[src/rtl/regfile_write_sequencer_pkg.sv]
// Shared sizing constants and FSM encoding for the register-file write sequencer.
package regfile_write_sequencer_pkg;

    localparam int NUM_REGS    = 32;
    localparam int ADDR_W      = 5;
    localparam int DATA_W      = 32;
    localparam int INIT_PRESET = 8;

    typedef enum logic {
        ST_INIT = 1'b0,
        ST_RUN  = 1'b1
    } state_t;

endpackage

[src/rtl/regfile_write_sequencer_rr_arbiter2.sv]
// Two-way round-robin grant logic; the priority pointer is owned by the caller.
module rr_arbiter2
    import regfile_write_sequencer_pkg::*;
(
    input  logic       i_valid0,
    input  logic       i_valid1,
    input  logic       i_prio,
    output logic [1:0] o_grant
);

    // On contention the pointer decides; otherwise the lone requester wins.
    assign o_grant[0] = i_valid0 && (!i_valid1 || !i_prio);
    assign o_grant[1] = i_valid1 && (!i_valid0 ||  i_prio);

endmodule

[src/rtl/regfile_write_sequencer.sv]
// Owns the register-file write port: an initialisation sweep after reset or init_req,
// then round-robin sharing between the ALU and load writeback requesters.
module regfile_write_sequencer
    import regfile_write_sequencer_pkg::*;
#(
    parameter int NUM_REGS_P    = NUM_REGS,
    parameter int ADDR_W_P      = ADDR_W,
    parameter int DATA_W_P      = DATA_W,
    parameter int INIT_PRESET_P = INIT_PRESET
) (
    input  logic                clock_in,
    input  logic                reset,
    input  logic                init_req,
    input  logic                req0_valid,
    input  logic [ADDR_W_P-1:0] req0_reg,
    input  logic [DATA_W_P-1:0] req0_data,
    output logic                req0_ready,
    input  logic                req1_valid,
    input  logic [ADDR_W_P-1:0] req1_reg,
    input  logic [DATA_W_P-1:0] req1_data,
    output logic                req1_ready,
    output logic                regWrite,
    output logic [ADDR_W_P-1:0] writeReg,
    output logic [DATA_W_P-1:0] writeData,
    output logic                busy
);

    localparam logic [ADDR_W_P-1:0] LAST_IDX   = ADDR_W_P'(NUM_REGS_P - 1);
    localparam logic [ADDR_W_P:0]   PRESET_CMP = (ADDR_W_P + 1)'(INIT_PRESET_P);

    state_t                r_state;
    logic [ADDR_W_P-1:0]   r_cnt;
    logic                  r_prio;
    logic                  r_regwrite;
    logic [ADDR_W_P-1:0]   r_writereg;
    logic [DATA_W_P-1:0]   r_writedata;

    state_t                w_state_next;
    logic [ADDR_W_P-1:0]   w_cnt_next;
    logic                  w_prio_next;
    logic                  w_regwrite_next;
    logic [ADDR_W_P-1:0]   w_writereg_next;
    logic [DATA_W_P-1:0]   w_writedata_next;
    logic [1:0]            w_grant;
    logic [1:0]            w_ready;
    logic [ADDR_W_P-1:0]   w_sel_reg;
    logic [DATA_W_P-1:0]   w_sel_data;

    rr_arbiter2 u_arb (
        .i_valid0 (req0_valid),
        .i_valid1 (req1_valid),
        .i_prio   (r_prio),
        .o_grant  (w_grant)
    );

    assign w_sel_reg  = w_grant[1] ? req1_reg  : req0_reg;
    assign w_sel_data = w_grant[1] ? req1_data : req0_data;

    always_comb begin
        w_state_next     = r_state;
        w_cnt_next       = r_cnt;
        w_prio_next      = r_prio;
        w_regwrite_next  = 1'b0;
        w_writereg_next  = r_writereg;
        w_writedata_next = r_writedata;
        w_ready          = 2'b00;
        case (r_state)
            ST_INIT: begin
                w_regwrite_next  = 1'b1;
                w_writereg_next  = r_cnt;
                w_writedata_next = ({1'b0, r_cnt} < PRESET_CMP) ? DATA_W_P'(r_cnt) : '0;
                w_cnt_next       = r_cnt + 1'b1;
                if (r_cnt == LAST_IDX) begin
                    w_state_next = ST_RUN;
                    w_cnt_next   = '0;
                end
            end
            ST_RUN: begin
                if (init_req) begin
                    w_state_next = ST_INIT;
                    w_cnt_next   = '0;
                end else begin
                    w_ready = w_grant;
                    if (w_grant != 2'b00) begin
                        // Register 0 is hard-wired: accept the transfer but suppress the write.
                        w_regwrite_next  = (w_sel_reg != '0);
                        w_writereg_next  = w_sel_reg;
                        w_writedata_next = w_sel_data;
                        w_prio_next      = w_grant[0];
                    end
                end
            end
            default: w_state_next = ST_INIT;
        endcase
    end

    always_ff @(posedge clock_in or posedge reset) begin
        if (reset) begin
            r_state     <= ST_INIT;
            r_cnt       <= '0;
            r_prio      <= 1'b0;
            r_regwrite  <= 1'b0;
            r_writereg  <= '0;
            r_writedata <= '0;
        end else begin
            r_state     <= w_state_next;
            r_cnt       <= w_cnt_next;
            r_prio      <= w_prio_next;
            r_regwrite  <= w_regwrite_next;
            r_writereg  <= w_writereg_next;
            r_writedata <= w_writedata_next;
        end
    end

    assign req0_ready = w_ready[0];
    assign req1_ready = w_ready[1];
    assign regWrite   = r_regwrite;
    assign writeReg   = r_writereg;
    assign writeData  = r_writedata;
    assign busy       = (r_state == ST_INIT);

endmodule

[config.mk]
export PLATFORM = sky130hd
export DESIGN_NAME = regfile_write_sequencer
export DESIGN_NICKNAME = d
export VERILOG_FILES = /design/src/rtl/regfile_write_sequencer_pkg.sv /design/src/rtl/regfile_write_sequencer_rr_arbiter2.sv /design/src/rtl/regfile_write_sequencer.sv
export SDC_FILE = /design/constraint.sdc
export NUM_CORES = 1
export LEC_CHECK = 0
export CAP_MARGIN = 20
export CORE_ASPECT_RATIO = 0.75
export CORE_MARGIN = 2
export CORE_UTILIZATION = 43
export CTS_CLUSTER_DIAMETER = 80
export DETAILED_ROUTE_END_ITERATION = 10
export PLACE_DENSITY = 0.88
export SKIP_CTS_REPAIR_TIMING = 1
export SYNTH_ARGS = -nofsm -noshare
export SYNTH_HDL_FRONTEND = slang
export SYNTH_SLANG_ARGS = --single-unit
[constraint.sdc]
create_clock -name clock_in -period 3.1 [get_ports clock_in]
set_clock_uncertainty 0.2 [all_clocks]
set_input_delay 0.62 -clock clock_in [delete_from_list [all_inputs] [get_ports clock_in]]
set_output_delay 0.62 -clock clock_in [all_outputs]
set_load 0.005 [all_outputs]
==> qor.yml, run 1 <==
status: "finished clean"
path_class: "in2out"
synth_seq_cells: 45
yosysWarnings: 0
synthesis.nets: 308
vdd_drop_max_uv: 368
period_share: 0.917
grt_max_degree: 46
vias_per_cell: 5.05
syn_inst: 227
max_freq_ghz: 0.352
rsz0062_at_grt: "false"
ys_seq_area_frac: 0.488
crit_path_end_kind: "output port"
critPathSlowestCell: "clkdlybuf4s50_1"
dpl_cell_area_um2: 3540
cts_tree: "built"
pwr_density_cell_nw_per_um2: 568
grtUsageTotal: 0.205
layout_commonest_cell: "clkdlybuf4s50_1"
fin_nets: 430
drcViolationCount: 0
cp_max_fo: 5
synth-async-reset-ratio: 1.00
diodes: 0
gr-total-overflow: 0
cap_violations: 0
multi_input_area_um2: 1030
setup_viol: 0
cts.reportedPaths.clkPinSlew_ns: 0.08
slew_headroom: 0.626
synthTopCellsByArea: "dfrtp_1, mux2i_1, nand2_1"
cp_cell_sequence: "clkdlybuf4s50_1 > nand2b_1 > nand2_8 > nor2_1 > clkdlybuf4s50_1"
slew_viol_final: 0
ctsRootBufferMaster: "clkbuf_8"
required_ns: 2.28
clockBufferDepth: 2
synth_top_area_frac: 0.488
grt_first_pass_wirelength_mm: 9.32
row_count: 23
hold_violations: 0
final_cell_area_um2: 3640
grt_pass1_vias: 2027
postSynthAreaPerCell_um2: 10.2
layout-drive-gt1-share: 0.0657
portBuffers: 119
syn2layout_area_growth_pct: 57.6
wl_met3_um: 413
antenna_found_initial: 0
fill_cells: 423
syn_area_um2: 2310
dp_hpwl_mm: 4.74
arrival_ns: 2.02
max_stage_delay_ns: 0.50
place_congestion: 0.848
wire_per_inst_um: 14.3
core_um2: 5270
period_minus_slack_ns: 2.84
startpoint_type: "primary input"
synth-edff-count: 0
fin_setup_tns_ns: 0
top_layer_used: "met4"
hold_class: "reg2reg"
ys_types: 37
clk_latency_ns: 0.29
p_leak_uw: 0.00164
htree_levels: 2
firstDrtPassIters: 4
die_y_um: 67.4
drt-total-wl_mm: 6.08
regArea_um2: 1130
cp_common_cell: "clkdlybuf4s50_1"
dr_total_vias: 2148
start_util: 0.438
ios: 120
tightest_slew_ns: 0.562
drt_iter0_markers: 89
wl_met1_mm: 2.65
cts_buffers: 5
cts.sinks: 45
die_w_um: 88.6
met2WireLength_mm: 2.97
final_antenna_net_count: 0
die_area_um2: 5970
synth_top_area_cell: "dfrtp_1"
synthFlopType: "dfrtp_1"
final_cell_mix: "clkdlybuf4s50_1, dfrtp_1, nand2_1"
cells by family after synthesis:
group                      share of synthesized area
AOI/OAI and AO/OA                              0.171
adders and majority gates                     0.0108
buffers and inverters                         0.0667
muxes                                          0.143
DFF                                            0.488
and+or+nand+nor                                0.120
worst max-delay path: cells and delay by family:
family | cells | cell delay, ns
buf+inv | 2 | 0.96
simple gates | 3 | 0.43
layer usage:
metal  vias up  global-route usage
met1      1023               0.245
met2        74               0.371
met5         -                   0
met4         0              0.0436
li1       1046                   -
met3         5              0.0575
synthesized netlist by cell type (2+ instances only):
cell / n
buf_2: 3
nand2_1: 37
nor2_1: 8
ha_1: 2
and3_1: 2
buf_4: 2
nor3_1: 3
a21o_1: 3
nand3_1: 3
buf_6: 4
dfrtp_1: 45
o22ai_1: 4
o2bb2ai_1: 2
nand2b_1: 2
o21ai_0: 14
buf_8: 2
o21ai_1: 27
mux2i_1: 33
inv_1: 4
clkbuf_2: 2
a21oi_1: 9
per-stage QoR:
stage,hold slack [ns],utilization,worst slack (ns),std cells,power (uW)
CTS,0.288,0.691,0.243,425,2080
finish,0.283,0.691,0.258,425,2060
global route,0.309,0.691,0.158,425,2200
global placement,0.262,0.671,0.281,417,1660
detailed placement,0.269,0.671,0.248,417,1690
floorplan,0.270,-,1.14,227,1300
state kept, by name, summed over array words and instances, names as in the netlist:
name and count:
r_cnt 5, regWrite 1, r_prio 1, writeData 32, writeReg 5, r_state 1
power breakdown:
part	switching (uW)	leakage [uW]	internal, uW
Combinational	383	0.000981	466
Clock	188	0.0000542	202
Sequential	110	0.000600	716
cell type report:
class / instances / share of cell area
inverters: 5 / 0.00516
repair buffers: 129 / 0.348
flip-flops and latches: 45 / 0.310
clock buffers: 7 / 0.0265
well taps: 75 / 0.0258
multi-input cells: 163 / 0.283
clock inverters: 1 / 0.00138
path summary, 6_finish.rpt:
check                                 to  depth (start not counted)     startpoint  slack [ns]
max reg2reg                     regWrite                          5         r_prio        1.09
min reg2reg                writeData[15]                          2  writeData[15]        0.28
min in group asynchronous  writeData[29]                          3          reset        0.58
max in group asynchronous  writeData[26]                          3          reset        1.75
max                           req1_ready                          5     req0_valid        0.26
min                        writeData[15]                          2  writeData[15]        0.28
No activity file was read; power rests on OpenSTA's default activity.
==> run 2, diff against run 1 <==
--- a/config.mk
+++ b/config.mk
@@ -11,7 +11,8 @@
 export CORE_UTILIZATION = 43
 export CTS_CLUSTER_DIAMETER = 80
 export DETAILED_ROUTE_END_ITERATION = 10
-export PLACE_DENSITY = 0.88
+export PLACE_DENSITY = 0.94
+export REMOVE_ABC_BUFFERS = 1
 export SKIP_CTS_REPAIR_TIMING = 1
 export SYNTH_ARGS = -nofsm -noshare
 export SYNTH_HDL_FRONTEND = slang
==> qor.yml, run 2 (same netlist as run 1, synthesis figures left out) <==
worstReg2RegStart: "r_prio"  # unchanged
startpoint_type: "primary input"  # unchanged
clockBufferDepth: 2  # unchanged
fin_setup_tns_ns: 0  # unchanged
grt_util_met1: 0.256  # was 0.245
vdd_drop_max_uv: 267  # was 368 uV
setup_viol: 0  # unchanged
dr_total_vias: 2137  # was 2,148
vias_per_cell: 5.00  # was 5.05
clk_latency_ns: 0.29  # about the same
core_um2: 5270  # unchanged
period_minus_slack_ns: 2.86  # was 2.84 ns
grt_use_met2: 0.367  # was 0.371
final_cell_mix: "clkdlybuf4s50_1, dfrtp_1, nand2_1"  # unchanged
antenna_found_initial: 0  # unchanged
cts.reportedPaths.clkPinSlew_ns: 0.08  # about the same
r2r_end: "regWrite"  # unchanged
syn2layout_area_growth_pct: 58.9  # was 57.6%
crit_path_end_kind: "output port"  # unchanged
wire_per_inst_um: 14.7  # was 14.3 um
start_util: 0.438  # unchanged
grt_first_pass_wirelength_mm: 9.58  # was 9.32 mm
path_class: "in2out"  # unchanged
cts_buffers: 5  # unchanged
ctsRootBufferMaster: "clkbuf_8"  # unchanged
die_y_um: 67.4  # unchanged
rsz0062_at_grt: "false"  # unchanged
slew_headroom: 0.610  # was 0.626
power.share.switching: 0.317  # was 0.330
drt-total-wl_mm: 6.26  # was 6.08 mm
grt_max_degree: 35  # was 46
required_ns: 2.28  # about the same
p_int_uw: 1450  # was 1380 uW
arrival_ns: 2.04  # was 2.02 ns
reg2reg_depth: 5  # unchanged
hold_violations: 0  # unchanged
firstDrtPassIters: 4  # unchanged
cts.sinks: 45  # unchanged
total_power_uw: 2120  # was 2060 uW
p_leak_uw: 0.00165  # was 0.00164 uW
die_w_um: 88.6  # unchanged
busiest_layer: "met2"  # unchanged
layout_commonest_cell: "clkdlybuf4s50_1"  # unchanged
pwr_density_cell_nw_per_um2: 579  # was 568 nW/um^2
drt_iter0_markers: 148  # was 89
p_comb_frac: 0.398  # was 0.411
cap_violations: 0  # unchanged
place_congestion: 0.811  # was 0.848
met3_usage: 0.0660  # was 0.0575
seq_power_share: 0.389  # was 0.400
fill_cells: 414  # was 423
largest_register_ffs: 32  # unchanged
period_share: 0.921  # was 0.917
p_clk_frac: 0.213  # was 0.189
ios: 120  # unchanged
status: "finished clean"  # unchanged
ff2ff_setup_slack_ns: 0.98  # was 1.09 ns
drcViolationCount: 0  # unchanged
row_count: 23  # unchanged
slew_viol_final: 0  # unchanged
cp_max_fo: 5  # unchanged
crit_start: "req0_valid"  # unchanged
dp_hpwl_mm: 4.93  # was 4.74 mm
gr-total-overflow: 0  # unchanged
die_area_um2: 5970  # unchanged
tightest_slew_ns: 0.585  # was 0.562 ns
grt_pass1_vias: 2100  # was 2,027
layout-drive-gt1-share: 0.0682  # was 0.0657
fin_nets: 432  # was 430
final_antenna_net_count: 0  # unchanged
hold_class: "reg2reg"  # unchanged
cts_tree: "built"  # unchanged
diodes: 0  # unchanged
switchingPower_uw: 675  # was 681 uW
max_freq_ghz: 0.350  # was 0.352 GHz
crit_path_end: "req1_ready"  # unchanged
portBuffers: 119  # unchanged
grtUsageTotal: 0.210  # was 0.205
htree_levels: 2  # unchanged
-- run 2: changes by cell type in the layout (fill, tap and decap cells not counted), sizes merged --
cell / change
bufinv: +1
buf: +2
clkinv: -1
-- run 2: worst min path at each step --
stage	cells after the start	to	start	slack (ns)
floorplan	2	writeData[14]	writeData[14]	0.27
global placement	2	writeData[16]	writeData[16]	0.26
detailed placement	2	writeData[15]	writeData[15]	0.27
CTS	2	writeData[15]	writeData[15]	0.29
global route	2	writeData[17]	writeData[17]	0.31
finish	2	writeData[17]	writeData[17]	0.29
-- run 2: through the flow --
step                worst slack [ns]  hold WS [ns]  area (um^2)  std cells  utilization
finish                         0.244         0.288         3670        427        0.696
global route                   0.169         0.309         3670        427        0.696
CTS                            0.225         0.294         3670        427        0.696
detailed placement             0.230         0.275         3550        419        0.674
global placement               0.291         0.265         3550        419        0.674
floorplan                      0.743         0.273         2170        213            -
-- run 2: final cells by class --
class                      count  area [um^2]  share of cell area
timing repair buffer         131         1280               0.349
sequential                    45         1130               0.307
multi-input combinational    163         1030               0.281
tap                           75         93.8              0.0256
clock buffer                   7         86.3              0.0235
clock inverter                 1         30.0             0.00819
inverter                       5         18.8             0.00512
-- run 2: layer usage --
layer | wire [um] | share of wire
met1 | 2670 | 0.43
met2 | 2990 | 0.48
met3 | 558 | 0.089
met4 | 40 | 0.0064
met5 | 0 | 0
-- run 2: power groups by stage --
stage | clock [uW] | sequential, uW | combinational, uW
after global placement | 0 | 834 | 827
after global routing | 488 | 850 | 937
after detailed placement | 0 | 840 | 851
final | 452 | 827 | 845
after CTS | 460 | 827 | 856
after floorplan | 0 | 832 | 396
-- run 2: critical path, cell delays in order --
cell	delay [ns]
clkdlybuf4s50_1	0.44
nand2b_1	0.27
nand2_8	0.07
nor2_1	0.11
clkdlybuf4s50_1	0.52
==> run 3, diff against run 2 <==
--- a/config.mk
+++ b/config.mk
@@ -5,8 +5,9 @@
 export SDC_FILE = /design/constraint.sdc
 export NUM_CORES = 1
 export LEC_CHECK = 0
+export ABC_CLOCK_PERIOD_IN_PS = 3100
 export CAP_MARGIN = 20
-export CORE_ASPECT_RATIO = 0.75
+export CORE_ASPECT_RATIO = 0.9
 export CORE_MARGIN = 2
 export CORE_UTILIZATION = 43
 export CTS_CLUSTER_DIAMETER = 80
==> qor.yml, run 3 (same netlist as run 1, synthesis figures left out) <==
tightest_slew_ns: 0.753  # was 0.585 ns
start_util: 0.442  # was 0.438
cts_tree: "built"  # unchanged
vias_per_cell: 5.28  # was 5.00
period_share: 0.935  # was 0.921
cts.sinks: 45  # unchanged
core_um2: 5220  # was 5270 um^2
die_y_um: 73.5  # was 67.4 um
p_int_uw: 1350  # was 1450 uW
die_area_um2: 5970  # about the same
clockBufferDepth: 2  # unchanged
fin_nets: 432  # unchanged
r2r_end: "writeData[16]"  # was regWrite
drt-total-wl_mm: 6.34  # was 6.26 mm
finalNonFillerCells: 419  # was 427
place_congestion: 0.841  # was 0.811
grt_first_pass_wirelength_mm: 9.99  # was 9.58 mm
crit_path_end_kind: "output port"  # unchanged
min_path_cells: 2  # unchanged
ios: 120  # unchanged
antenna_found_initial: 0  # unchanged
gr-total-overflow: 0  # unchanged
firstDrtPassIters: 5  # was 4
drcViolationCount: 0  # unchanged
fin_setup_tns_ns: 0  # unchanged
power.share.switching: 0.344  # was 0.317
required_ns: 2.28  # about the same
grt_pass1_vias: 2248  # was 2,100
syn2layout_area_growth_pct: 57.4  # was 58.9%
cts_buffers: 5  # unchanged
diodes: 0  # unchanged
rsz0062_at_grt: "false"  # unchanged
p_leak_uw: 0.00164  # was 0.00165 uW
layout_commonest_cell: "clkdlybuf4s50_1"  # unchanged
hold_start: "writeData[18]"  # was writeData[17]
seq_power_share: 0.407  # was 0.389
reg2reg_depth: 5  # unchanged
setup_viol: 0  # unchanged
portBuffers: 119  # unchanged
p_comb_frac: 0.412  # was 0.398
slew_viol_final: 0  # unchanged
vdd_drop_max_uv: 373  # was 267 uV
status: "finished clean"  # unchanged
total_power_uw: 2050  # was 2120 uW
hold_class: "reg2reg"  # unchanged
pwr_density_cell_nw_per_um2: 565  # was 579 nW/um^2
row_count: 25  # was 23
period_minus_slack_ns: 2.90  # was 2.86 ns
slew_headroom: 0.498  # was 0.610
max_freq_ghz: 0.345  # was 0.350 GHz
final_util: 0.695  # was 0.696
cp_max_fo: 4  # was 5
worstReg2RegStart: "r_state"  # was r_prio
wire_per_inst_um: 15.1  # was 14.7 um
largest_register_ffs: 32  # unchanged
drt_iter0_markers: 152  # was 148
switchingPower_uw: 705  # was 675 uW
dr_total_vias: 2213  # was 2,137
grt_max_degree: 35  # unchanged
startpoint_type: "primary input"  # unchanged
ff2ff_setup_slack_ns: 0.97  # was 0.98 ns
htree_levels: 2  # unchanged
grtUsageTotal: 0.219  # was 0.210
arrival_ns: 2.08  # was 2.04 ns
layout-drive-gt1-share: 0.0710  # was 0.0682
path_class: "in2out"  # unchanged
p_clk_frac: 0.181  # was 0.213
cts.reportedPaths.clkPinSlew_ns: 0.09  # was 0.08 ns
placedCellCount: 411  # was 419
die_w_um: 81.2  # was 88.6 um
ctsRootBufferMaster: "clkbuf_8"  # unchanged
clk_latency_ns: 0.30  # was 0.29 ns
final_cell_mix: "clkdlybuf4s50_1, dfrtp_1, nand2_1"  # unchanged
final_antenna_net_count: 0  # unchanged
min_to: "writeData[18]"  # was writeData[17]
hold_violations: 0  # unchanged
cap_violations: 0  # unchanged
dp_hpwl_mm: 4.91  # was 4.93 mm
==> run 3: changes by cell type in the layout (fill, tap and decap cells not counted) <==
cell / previous run / this run
clkinvlp_4: 0 / 1
clkbuf_1: 1 / 0
clkinv_2: 0 / 1
bufinv_16: 1 / 0
clkbuf_8: 6 / 5
inv_6: 0 / 1
==> run 3: worst max path at each step <==
stage	from	endpoint	slack (ns)	depth (start not counted)
2_1_floorplan	req1_valid	writeReg[0]	0.74	3
3_3_place_gp	req1_valid	req1_ready	0.23	5
3_5_place_dp	req1_valid	req1_ready	0.20	5
4_1_cts	req1_valid	req1_ready	0.19	5
5_1_grt	req1_valid	req1_ready	0.12	5
6_report	req1_valid	req1_ready	0.20	5
==> run 3: per-stage QoR <==
step	worst slack [ns]	cell area (um^2)	hold slack, ns
global route	0.125	3630	0.311
global placement	0.234	3540	0.264
detailed placement	0.197	3540	0.273
CTS	0.188	3630	0.293
finish	0.201	3630	0.291
floorplan	0.743	2170	0.273
==> run 3: routing by layer <==
layer | global-route usage | routed length (um) | vias to the layer above
met2 | 0.382 | 3160 | 98
met4 | 0.0716 | 136 | 0
met5 | 0 | 0 | -
met1 | 0.241 | 2470 | 1047
met3 | 0.0909 | 572 | 14
li1 | - | - | 1054
==> run 3: worst max-delay path, stage by stage <==
cell             delay, ns
clkdlybuf4s50_1       0.61
buf_4                 0.20
nand2_8               0.04
nor2_1                0.10
clkdlybuf4s50_1       0.50
==> run 3: layout make-up <==
cell class,count,area (um^2)
fillers,409,1590
clock inverters,3,21.3
inverters,5,18.8
flip-flops and latches,45,1130
clock buffers,5,68.8
multi-input cells,163,1030
repair buffers,131,1280
well taps,67,83.8
==> run 3: power by group through the flow <==
stage	Clock, uW	Combinational (uW)	Sequential, uW
global route	402	927	854
detailed placement	0	845	841
global placement	0	818	834
floorplan	0	396	832
CTS	378	852	830
finish	371	844	835
